`src/rtl/avalon_port_arbiter.sv`:
```
// Round-robin share of one Avalon-MM master between the fetch and data ports.
// One transfer in flight at a time, with a watchdog that aborts hung slaves.
module avalon_port_arbiter #(
  parameter int TIMEOUT_CYCLES = 1024,
  parameter int CNT_W          = 11
) (
  input  logic        clk,
  input  logic        reset,
  input  logic        i_req,
  input  logic [31:0] i_addr,
  output logic [31:0] i_rdata,
  output logic        i_ack,
  input  logic        d_req,
  input  logic        d_write,
  input  logic [31:0] d_addr,
  input  logic [31:0] d_wdata,
  input  logic [3:0]  d_be,
  output logic [31:0] d_rdata,
  output logic        d_ack,
  output logic [31:0] av_address,
  output logic        av_read,
  output logic        av_write,
  output logic [31:0] av_writedata,
  output logic [3:0]  av_byteenable,
  input  logic        av_waitrequest,
  input  logic [31:0] av_readdata,
  output logic        stall,
  output logic        timeout_err
);

  typedef enum logic [1:0] {
    IDLE  = 2'd0,
    BUS_I = 2'd1,
    BUS_D = 2'd2
  } state_t;

  localparam logic WD_EN = (TIMEOUT_CYCLES != 0);
  localparam logic [CNT_W-1:0] WD_LAST =
    CNT_W'(WD_EN ? TIMEOUT_CYCLES - 1 : 0);

  state_t           state;
  logic             last_d;
  logic [CNT_W-1:0] wd_cnt;

  logic want_i;
  logic want_d;
  logic pick_i;
  logic pick_d;
  logic wd_fire;
  logic done;

  // A requester whose ack is high is still showing its old req.
  assign want_i = i_req & ~i_ack;
  assign want_d = d_req & ~d_ack;

  assign pick_i = want_i & (~want_d | last_d);
  assign pick_d = want_d & (~want_i | ~last_d);

  assign wd_fire = WD_EN & av_waitrequest & (wd_cnt == WD_LAST);
  assign done    = ~av_waitrequest | wd_fire;

  assign stall = (i_req & ~i_ack) | (d_req & ~d_ack);

  always_ff @(posedge clk or negedge reset) begin
    if (!reset) begin
      state         <= IDLE;
      last_d        <= 1'b1;
      wd_cnt        <= '0;
      av_address    <= '0;
      av_read       <= 1'b0;
      av_write      <= 1'b0;
      av_writedata  <= '0;
      av_byteenable <= '0;
      i_rdata       <= '0;
      i_ack         <= 1'b0;
      d_rdata       <= '0;
      d_ack         <= 1'b0;
      timeout_err   <= 1'b0;
    end else begin
      i_ack <= 1'b0;
      d_ack <= 1'b0;
      unique case (state)
        IDLE: begin
          if (pick_i) begin
            state         <= BUS_I;
            av_address    <= i_addr;
            av_read       <= 1'b1;
            av_write      <= 1'b0;
            av_writedata  <= '0;
            av_byteenable <= 4'hF;
          end else if (pick_d) begin
            state         <= BUS_D;
            av_address    <= d_addr;
            av_read       <= ~d_write;
            av_write      <= d_write;
            av_writedata  <= d_wdata;
            av_byteenable <= d_be;
          end
        end
        BUS_I, BUS_D: begin
          if (!done) begin
            if (WD_EN) wd_cnt <= wd_cnt + 1'b1;
          end else begin
            state    <= IDLE;
            av_read  <= 1'b0;
            av_write <= 1'b0;
            wd_cnt   <= '0;
            last_d   <= (state == BUS_D);
            if (wd_fire) timeout_err <= 1'b1;
            if (state == BUS_I) begin
              i_ack   <= 1'b1;
              i_rdata <= wd_fire ? 32'hFFFF_FFFF : av_readdata;
            end else begin
              d_ack <= 1'b1;
              if (wd_fire)
                d_rdata <= 32'hFFFF_FFFF;
              else if (av_read)
                d_rdata <= av_readdata;
            end
          end
        end
        default: state <= IDLE;
      endcase
    end
  end

endmodule

```
`config.mk`:
```
export PLATFORM = sky130hd
export DESIGN_NAME = avalon_port_arbiter
export DESIGN_NICKNAME = d
export VERILOG_FILES = /design/src/rtl/avalon_port_arbiter.sv
export SDC_FILE = /design/constraint.sdc
export NUM_CORES = 1
export LEC_CHECK = 0
export ABC_AREA = 1
export BUFFER_PORTS_ARGS = -buffer_cell sky130_fd_sc_hd__buf_2
export CAP_MARGIN = 30
export CORE_MARGIN = 5
export CORE_UTILIZATION = 30
export DETAILED_ROUTE_END_ITERATION = 8
export PLACE_DENSITY = 0.66
export SYNTH_ARGS = -nofsm -noshare
export SYNTH_HDL_FRONTEND = slang
export SYNTH_SLANG_ARGS = --single-unit
export TNS_END_PERCENT = 50
```
`constraint.sdc`:
```
create_clock -name clk -period 1.65 [get_ports clk]
set_input_delay 0.33 -clock clk [delete_from_list [all_inputs] [get_ports clk]]
set_output_delay 0.33 -clock clk [all_outputs]
set_load 0.03 [all_outputs]
```
==> impl_metrics.yaml, run 1 <==
outcome:
  outcome: "finished with violations"
  violations: "negative setup slack"
job:
  max_cap_viol_count: 0
synth:
  ys_seq_area_share_pct: 56.4
  synthFlopType: "dfrtp_1"
  synth_top_area_share_pct: 56.0
  synth_edf_count: 0
  yosys-top-cells-area: "dfrtp_1 (56%), nand2_1 (16%), nand3_1 (5.2%)"
  ys.warnings.count: 0
  synth-seq-cells: 151
  synthArstFlopShare_pct: 100
  syn-instance-count: 792
  synth_top_cells_by_count: "nand2_1 (280), dfrtp_1 (150), nand3_1 (70)"
  synth_area_um2: 6710
  netlist-cell-type-count: 33
  synth_top_area_cell: "dfrtp_1"
  syn-num-nets: 934
  yosysMostFrequentCell: "nand2_1"
  postSynthAreaPerCell_um2: 8.47
finish:
  layout.cells.non_filler: 1380
  nNetsFinal: 1228
  area_growth_pct: 42.6
  drive_gt1_share_pct: 37.1
  fin_area_um2: 9570
  utilization_pct: 43.7
setup_path:
  arrival_ns: 1.99
  r2r_cells: 10
  worst-path-buf-inv: 5
  r2r_slack_ns: -0.03
  crit_top_cell: "nand2_1"
  crit_path_end_kind: "flip-flop"
  cp_slowest_cell: "dfrtp_1"
  r2r-start: "state[0]"
  startpoint_type: "flip-flop"
  worstSetupEndpoint: "i_rdata[1]"
  startpoint: "state[0]"
  cpLargestDelayFamily: "buffers and inverters"
  cp_cell_sequence: "inv_1 > ha_4 > buf_4 > nand2_4 > buf_6 > nor2_4 > buf_12 > clkbuf_16 > nand2_1 > nand2_1"
  crit_cells: 10
  crit_path_max_fanout: 8
  slowest_delay_ns: 0.38
  criticalPathCategory: "reg2reg"
  timing.rr.end: "i_rdata[1]"
  cp.required_ns: 1.96
routing:
  route.detailed.drc: 0
  wirelength_um: 21200
  wl_per_cell_um: 15.3
  via_count: 6461
  vias_per_cell: 4.68
  ant_nets: 0
  drtIter0Drc: 368
  dr.pass1.iters: 5
sta:
  worstMarginPinSlew_ns: 0.387
  maxSlewHeadroom_pct: 74.2
  fmax_mhz: 594
  finalHoldViolCount: 0
  finClkSkew_ns: 0.00926
  setup_ws_ns: -0.0345
  fin_crit_sh_pct: 102
  setup_viol: 22
  rsz0062_at_grt: "yes"
  finalMaxSlewViolations: 0
  finalWorstPathRequiredPeriod_ns: 1.68
placed_design:
  finalWeightedCongestion: 0.791
  io_buffers: 275
  post-place-cells: 1333
  dpl_cell_area_um2: 8600
  hpwl_um: 14900
  dp_slack_ns: -0.0192
floorplanning:
  initial_utilization_pct: 30.6
  core-area_um2: 21900
  die_w_um: 160
  dieArea_um2: 25400
  io_pins: 276
  fp.dieH_um: 160
  rows: 54
worst_hold_path:
  hp-class: "in2reg"
clocking:
  cts_root_buffer: "clkbuf_16"
  cts_buffer_depth: 2
  clk_latency_ns: 0.42
  path_clk_slew_ns: 0.07
  clkSinkCount: 151
  numCtsBuffers: 17
  htree_levels: 4
  cts_tree: "yes"
power_and_ir_drop:
  clkPwrFrac_pct: 19.4
  vdd_drop_max_mv: 0.794
  p_per_area_nw_per_um2: 2110
  seqPwrFrac_pct: 30.3
  intPower_mw: 10.8
  total_power_mw: 20.2
  swShare_pct: 46.4
  p_leak_nw: 5.22
  switching_power_mw: 9.37
  combPwrFrac_pct: 50.4
global_route:
  grt_usage_pct: 16.1
  grt_max_degree: 55
  first_global_vias: 6560
  overflow: 0
  antenna_found_initial: 2
  grt_pass1_wl_um: 33900
## flip-flops by register name, summed over array words and instances, names as in the netlist
name           flops
last_d             1
state              2
av_write           1
d_ack              1
av_byteenable      4
i_ack              1
av_read            1
i_rdata           32
d_rdata           32
av_address        32
av_writedata      32
timeout_err        1
wd_cnt            11
## worst reg2reg max path, stage by stage, from the launching register on
cell       delay [ns]
dfrtp_1          0.38
inv_1            0.15
ha_4             0.24
buf_4            0.14
nand2_4          0.09
buf_6            0.12
nor2_4           0.04
buf_12           0.15
clkbuf_16        0.16
nand2_1          0.07
nand2_1          0.05
## power by group through the flow
| stage | sequential, mW | combinational [mW] | clock, mW |
|---|---|---|---|
| final | 6.11 | 10.2 | 3.91 |
| after global routing | 6.30 | 11.0 | 4.15 |
| after CTS | 6.12 | 9.81 | 4.02 |
| after detailed placement | 6.16 | 9.78 | 0 |
| after global placement | 6.15 | 9.62 | 0 |
| after floorplan | 8.98 | 3.45 | 0 |
## kinds of logic (layout without fill, tap and decap cells)
kind of cell / Yosys count / in the layout / synth area share (%)
and+or+nand+nor: 423 / 423 / 26.3
DFF: 151 / 151 / 56.4
AOI/OAI and AO/OA: 110 / 110 / 9.01
buffers and inverters: 98 / 405 / 6.83
xor gates and xnor gates: 5 / 5 / 0.653
adders and majority gates: 4 / 4 / 0.746
muxes: 1 / 1 / 0.149
other: 0 / 1 / 0
## metal layers
layer / part of all wire [%] / up-vias / track usage (%)
met3: 6.3 / 29 / 4.27
met2: 51 / 220 / 27.5
li1: - / 3136 / -
met5: 0.033 / - / 0
met4: 1.8 / 2 / 5.31
met1: 41 / 3074 / 19.8
## cells in the final DEF, fill, tap and decap left out, types with 2 or more instances in the layout
cell | netlist | routed
nand2_1 | 280 | 252
nand2_2 | 2 | 26
a21oi_1 | 7 | 7
inv_1 | 48 | 45
nor3_1 | 6 | 6
buf_2 | 12 | 273
inv_6 | 0 | 3
xor2_1 | 3 | 3
nand2_4 | 1 | 5
nand3_2 | 1 | 2
nor2_1 | 52 | 51
inv_2 | 2 | 4
o21ai_1 | 1 | 12
clkbuf_16 | 0 | 21
buf_12 | 0 | 14
o21ai_0 | 68 | 56
xnor2_1 | 2 | 2
a31oi_1 | 32 | 32
nand3_1 | 70 | 69
buf_6 | 6 | 8
clkinv_2 | 0 | 4
bufinv_16 | 0 | 2
clkinv_4 | 0 | 3
dfrtp_1 | 150 | 149
ha_1 | 4 | 2
nor2_4 | 3 | 7
clkinvlp_4 | 0 | 2
buf_4 | 8 | 22
## what timing repair did
| item | CTS | global route |
|---|---|---|
| hold endpoints to repair | 30 | 0 |
| setup buffers | 0 | 8 |
| endpoints found under the setup margin | 15 | 86 |
| hold buffers | 1 | 0 |
| gates cloned | 0 | 5 |
| pin swaps | 0 | 8 |
| resized for setup | 6 | 57 |
## area by class of cell
type / count / area, µm²
clock inverter: 14 / 148
inverter: 50 / 190
timing repair buffer: 323 / 2040
multi-input combinational: 543 / 2620
antenna: 1 / 2.50
sequential: 151 / 3780
tap: 280 / 350
fill: 2187 / 12300
clock buffer: 18 / 439
## stage by stage
stage               hold slack [ns]  TNS (ns)
CTS                           0.113         0
global route                  0.127     -5.17
detailed placement            0.255   -0.0291
finish                        0.134    -0.343
floorplan                    0.0344         0
global placement              0.254         0
## worst min path at each step
stage	startpoint	endpoint	slack, ns	depth (start not counted)
floorplan	reset	av_address[0]	0.03	0
global placement	reset	d_rdata[27]	0.25	1
detailed placement	reset	d_rdata[27]	0.25	1
CTS	d_wdata[13]	av_writedata[13]	0.11	3
global route	d_wdata[11]	av_writedata[11]	0.13	3
finish	d_wdata[13]	av_writedata[13]	0.13	3
Note: power is estimated with default switching activity, not from simulation.
==> run 2, diff against run 1 <==
--- a/config.mk
+++ b/config.mk
@@ -11,8 +11,7 @@
 export CORE_MARGIN = 5
 export CORE_UTILIZATION = 30
 export DETAILED_ROUTE_END_ITERATION = 8
-export PLACE_DENSITY = 0.66
+export PLACE_DENSITY = 0.63
 export SYNTH_ARGS = -nofsm -noshare
 export SYNTH_HDL_FRONTEND = slang
 export SYNTH_SLANG_ARGS = --single-unit
-export TNS_END_PERCENT = 50
==> run 2 against run 1 <==
The run now ends clean. Critical path depth stayed put. Clock power hardly changed. Design area is 1.6% lower. Die area stayed put. Critical path type unchanged.
==> impl_metrics.yaml, run 2 (synthesis results as in run 1) <==
outcome:
  outcome: "complete, no violations"
placed_design:
  dp_slack_ns: -0.0825
  dpl_cell_area_um2: 8630
  io_buffers: 275
  hpwl_um: 14900
  finalWeightedCongestion: 0.822
  post-place-cells: 1336
clocking:
  htree_levels: 4
  cts_tree: "yes"
  clkSinkCount: 151
  cts_setup_buffers: 0
  path_clk_slew_ns: 0.07
  clk_latency_ns: 0.42
  cts_buffer_depth: 2
  cts_root_buffer: "clkbuf_16"
  numCtsBuffers: 17
sta:
  fin_crit_sh_pct: 99.8
  maxSlewHeadroom_pct: 74.0
  fmax_mhz: 607
  fin_setup_tns_ns: 0
  finClkSkew_ns: 0.0130
  rsz0062_at_grt: "yes"
  finalWorstPathRequiredPeriod_ns: 1.65
  finalMaxSlewViolations: 0
  setup_viol: 0
  worstMarginPinSlew_ns: 0.390
  finalHoldViolCount: 0
  whs_ns: 0.129
  setup_ws_ns: 0.00332
power_and_ir_drop:
  p_per_area_nw_per_um2: 2130
  total_power_mw: 20.0
  p_leak_nw: 5.13
  vdd_drop_max_mv: 1.04
worst_hold_path:
  hold_end: "av_writedata[27]"
  hp-class: "in2reg"
  min_from: "d_wdata[27]"
  min_path_cells: 3
finish:
  utilization_pct: 43.0
  layout_commonest_cell: "buf_2"
  nNetsFinal: 1220
  area_growth_pct: 40.3
  final_cell_mix: "buf_2 (273), nand2_1 (262), dfrtp_1 (149), nand3_1 (68), o21ai_0 (63)"
  fin_area_um2: 9410
  drive_gt1_share_pct: 35.6
  n_antenna_cell: 0
  layout.cells.non_filler: 1371
floorplanning:
  dieArea_um2: 25400
  die_w_um: 160
  rows: 54
  fp.dieH_um: 160
  core-area_um2: 21900
  initial_utilization_pct: 30.6
  io_pins: 276
routing:
  route.detailed.drc: 0
  vias_per_cell: 4.63
  wirelength_um: 20800
  wl_per_cell_um: 15.2
  drtIter0Drc: 377
  via_count: 6346
  ant_nets: 0
  dr.pass1.iters: 5
global_route:
  antenna_found_initial: 0
  overflow: 0
  grt_pass1_wl_um: 33500
  grt_max_degree: 62
  first_global_vias: 6367
  grt_usage_pct: 16.0
setup_path:
  cp.required_ns: 2.01
  r2r_slack_ns: 0.003
  criticalPathCategory: "reg2reg"
  arrival_ns: 2.00
  crit_path_max_fanout: 6
  startpoint_type: "flip-flop"
  r2r-start: "wd_cnt[1]"
  r2r_cells: 10
  crit_path_end_kind: "flip-flop"
  timing.rr.end: "i_rdata[29]"
job:
  max_cap_viol_count: 0
## run 2: worst max-delay path by stage
| stage | start | endpoint | slack, ns | cells after the start |
|---|---|---|---|---|
| CTS | wd_cnt[1] | d_rdata[8] | 0.007 | 10 |
| floorplan | i_ack | av_address[25] | 0.01 | 8 |
| detailed placement | i_req | av_address[28] | -0.08 | 8 |
| global placement | i_req | av_address[3] | -0.04 | 8 |
| global route | wd_cnt[1] | i_rdata[29] | -0.08 | 10 |
| finish | wd_cnt[1] | i_rdata[29] | 0.003 | 10 |
## run 2: what timing repair did
action,4_1_cts,5_1_grt
endpoints found under the setup margin,26,83
endpoints found under the hold margin,12,0
gates cloned,0,2
gates resized for setup,3,37
pin swaps,0,1
hold buffers,1,0
## run 2: critical path, stage by stage (launching register included)
cell and delay [ns]:
dfrtp_1 0.37, ha_2 0.19, inv_2 0.04, nor2_4 0.13, nand3_4 0.11, nand2_4 0.10
nand2_8 0.08, nor2_4 0.23, clkbuf_16 0.21, nand2_2 0.05, nand2_1 0.07
## run 2: layer usage
layer	vias to the layer above	part of all wire, %	track usage (%)
met5	-	0	0
met4	0	2.8	6.59
met3	34	5.7	3.91
met2	223	48	26.1
met1	2967	44	20.4
li1	3122	-	-
## run 2: cell type report
| cell class | count | area [µm²] |
|---|---|---|
| Tap cell | 280 | 350 |
| Multi-Input combinational cell | 543 | 2590 |
| Timing Repair Buffer | 315 | 1910 |
| Clock inverter | 15 | 163 |
| Fill cell | 2217 | 12500 |
| Clock buffer | 17 | 425 |
| Inverter | 50 | 190 |
| Sequential cell | 151 | 3780 |
## run 2: where the power goes
group          total, mW  switching (mW)  internal [mW]
clock network       3.91            1.76           2.14
logic               10.0            6.89           3.14
registers           6.08           0.806           5.27
total               20.0            9.46           10.6
==> run 3, diff against run 2 <==
--- a/config.mk
+++ b/config.mk
@@ -5,13 +5,14 @@
 export SDC_FILE = /design/constraint.sdc
 export NUM_CORES = 1
 export LEC_CHECK = 0
-export ABC_AREA = 1
+export ABC_AREA = 0
 export BUFFER_PORTS_ARGS = -buffer_cell sky130_fd_sc_hd__buf_2
 export CAP_MARGIN = 30
 export CORE_MARGIN = 5
 export CORE_UTILIZATION = 30
 export DETAILED_ROUTE_END_ITERATION = 8
-export PLACE_DENSITY = 0.63
+export PLACE_DENSITY = 0.64
+export SLEW_MARGIN = 20
 export SYNTH_ARGS = -nofsm -noshare
 export SYNTH_HDL_FRONTEND = slang
 export SYNTH_SLANG_ARGS = --single-unit
==> run 3 against run 2 <==
The flow now finishes with violations (negative setup slack). Sequential power rose by 4.6%. Worst hold slack got worse by 0.0071 ns. Synthesized cell count fell by 41%. Non-clock buffer count rose by 32. Die area fell by 9.3%. Critical path type unchanged.
==> impl_metrics.yaml, run 3 <==
global_route:
  grt_pass1_wl_um: 30500
  overflow: 0
  grt_max_degree: 47
  first_global_vias: 5449
  antenna_found_initial: 1
  grt_usage_pct: 16.4
routing:
  wl_per_cell_um: 18.0
  drtIter0Drc: 193
  vias_per_cell: 4.77
  ant_nets: 0
  dr.pass1.iters: 5
  wirelength_um: 19600
  route.detailed.drc: 0
  via_count: 5185
setup_path:
  r2r_cells: 7
  timing.rr.end: "i_rdata[24]"
  crit_path_max_fanout: 8
  criticalPathCategory: "reg2reg"
  r2r-start: "wd_cnt[0]"
  startpoint: "wd_cnt[0]"
  startpoint_type: "flip-flop"
  cp.required_ns: 1.96
  crit_path_end_kind: "flip-flop"
  arrival_ns: 2.12
  r2r_slack_ns: -0.16
floorplanning:
  die_w_um: 152
  io_pins: 276
  initial_utilization_pct: 30.2
  fp.dieH_um: 152
  rows: 52
  dieArea_um2: 23100
  core-area_um2: 20000
synth:
  syn-num-nets: 613
  yosys-top-cells-area: "dfrtp_1 (62%), o22a_1 (9.6%), mux2i_1 (5.3%)"
  synth_top_area_share_pct: 62.1
  ys_seq_area_share_pct: 62.5
  yosysMostFrequentCell: "dfrtp_1"
  synthArstFlopShare_pct: 100
  postSynthAreaPerCell_um2: 12.8
  synth-seq-cells: 151
  synth_top_area_cell: "dfrtp_1"
  ys.warnings.count: 0
  netlist-cell-type-count: 43
  syn-instance-count: 471
  synth_edf_count: 0
  synth_top_cells_by_count: "dfrtp_1 (150), o22a_1 (66), o21ai_0 (41)"
  synth_area_um2: 6040
  synthFlopType: "dfrtp_1"
sta:
  rsz0062_at_grt: "yes"
  finalMaxSlewViolations: 0
  fin_setup_tns_ns: -6.36
  maxSlewHeadroom_pct: 68.1
  fin_crit_sh_pct: 110
  setup_ws_ns: -0.159
  finalWorstPathRequiredPeriod_ns: 1.81
  finClkSkew_ns: 0.00945
  finalHoldViolCount: 0
  fmax_mhz: 553
  worstMarginPinSlew_ns: 0.473
  setup_viol: 110
finish:
  layout.cells.non_filler: 1088
  multi_input_area_um2: 2330
  final_cell_mix: "buf_2 (273), dfrtp_1 (150), o22a_1 (66), a22o_1 (32), buf_4 (31)"
  drive_gt1_share_pct: 56.2
  seq_area_um2: 3780
  layout_commonest_cell: "buf_2"
  area_growth_pct: 58.0
  fillers: 1844
  nNetsFinal: 946
worst_hold_path:
  hold_end: "av_writedata[24]"
  hp-class: "in2reg"
  min_path_cells: 2
  min_from: "d_wdata[24]"
clocking:
  clk_latency_ns: 0.42
  cts_root_buffer: "clkbuf_16"
  cts_tree: "yes"
  path_clk_slew_ns: 0.07
  cts_buffer_depth: 2
  htree_levels: 4
  numCtsBuffers: 17
  clkSinkCount: 151
placed_design:
  io_buffers: 275
  hpwl_um: 12800
  post-place-cells: 1024
  finalWeightedCongestion: 0.821
outcome:
  outcome: "finished with violations"
  violations: "negative setup slack"
power_and_ir_drop:
  vdd_drop_max_mv: 1.13
  p_leak_nw: 4.62
  p_per_area_nw_per_um2: 2280
job:
  max_cap_viol_count: 0
==> run 3: cell types whose count changed in the layout (fill, tap and decap cells not counted), moves of 11 or more <==
cell | previous run | this run
nand2_1 | 262 | 22
o22a_1 | 0 | 66
nand3_1 | 68 | 8
o21ai_0 | 63 | 8
nor2_1 | 51 | 6
inv_1 | 47 | 7
a22o_1 | 0 | 32
a31oi_1 | 32 | 0
o21ai_2 | 0 | 29
mux2i_1 | 1 | 28
buf_4 | 20 | 31
==> run 3: how the worst max path moves through the flow <==
stage / to / slack [ns] / cells past startpoint
2_1_floorplan: i_rdata[0] / -0.07 / 7
3_3_place_gp: av_writedata[3] / -0.05 / 7
3_5_place_dp: av_write / -0.08 / 7
4_1_cts: i_rdata[24] / -0.15 / 6
5_1_grt: i_rdata[24] / -0.21 / 7
6_report: i_rdata[24] / -0.16 / 7
==> run 3: layout make-up <==
cell class	instances	area share, %
Antenna cell	1	0.0262
Clock buffer	17	4.45
Clock inverter	15	2.11
Inverter	10	0.393
Multi-Input combinational cell	277	24.4
Sequential cell	151	39.6
Tap cell	270	3.54
Timing Repair Buffer	347	25.6
==> run 3: repair_timing <==
item | in CTS | in global routing
resized for setup | 66 | 80
setup buffers | 12 | 6
pin swaps | 4 | 44
cloned | 10 | 8
hold endpoints to repair | 17 | 0
hold buffers | 1 | 0
endpoints found under the setup margin | 76 | 146
==> run 3: metrics by stage <==
step	instance area, µm²	hold WS [ns]	utilization, %	setup WS [ns]	power [mW]
final	9550	0.122	47.7	-0.159	21.7
after global placement	8020	0.194	40.0	-0.0526	15.3
after global routing	9550	0.108	47.7	-0.209	22.9
after floorplan	6060	0.0344	-	-0.0694	12.2
after detailed placement	8020	0.189	40.0	-0.0766	15.5
after CTS	9170	0.0930	45.8	-0.149	21.0
==> run 3: power by group <==
| group | total [mW] | switching, mW | internal [mW] |
|---|---|---|---|
| Combinational | 11.2 | 6.65 | 4.58 |
| Sequential | 6.36 | 0.981 | 5.38 |
| Clock | 4.14 | 1.70 | 2.45 |
==> run 3: cells by family (layout without fill, tap and decap cells) <==
logic type,Yosys count,count (layout),share of synthesized area (%)
adder cells (fa/ha/maj),4,4,0.828
AO/OA/AOI/OAI,153,153,19.7
XOR/XNOR,7,7,1.01
flip-flops,151,151,62.5
AND/OR/NAND/NOR,80,80,6.48
buffers and inverters,43,389,3.85
other,0,1,0
multiplexers,33,33,5.55
==> run 3: per-layer routing <==
metal / global-route usage, % / vias up / part of all wire (%)
li1: - / 2416 / -
met1: 21.5 / 2495 / 43
met2: 26.3 / 245 / 48
met3: 4.52 / 29 / 7.0
met4: 5.61 / 0 / 2.0
met5: 0 / - / 0
==> run 3: worst max-delay path, cell delays in order (launching register included) <==
cell	delay, ns
dfrtp_1	0.38
ha_2	0.19
and4b_4	0.19
a41o_1	0.25
and3_4	0.23
buf_12	0.14
buf_16	0.13
o22a_1	0.19
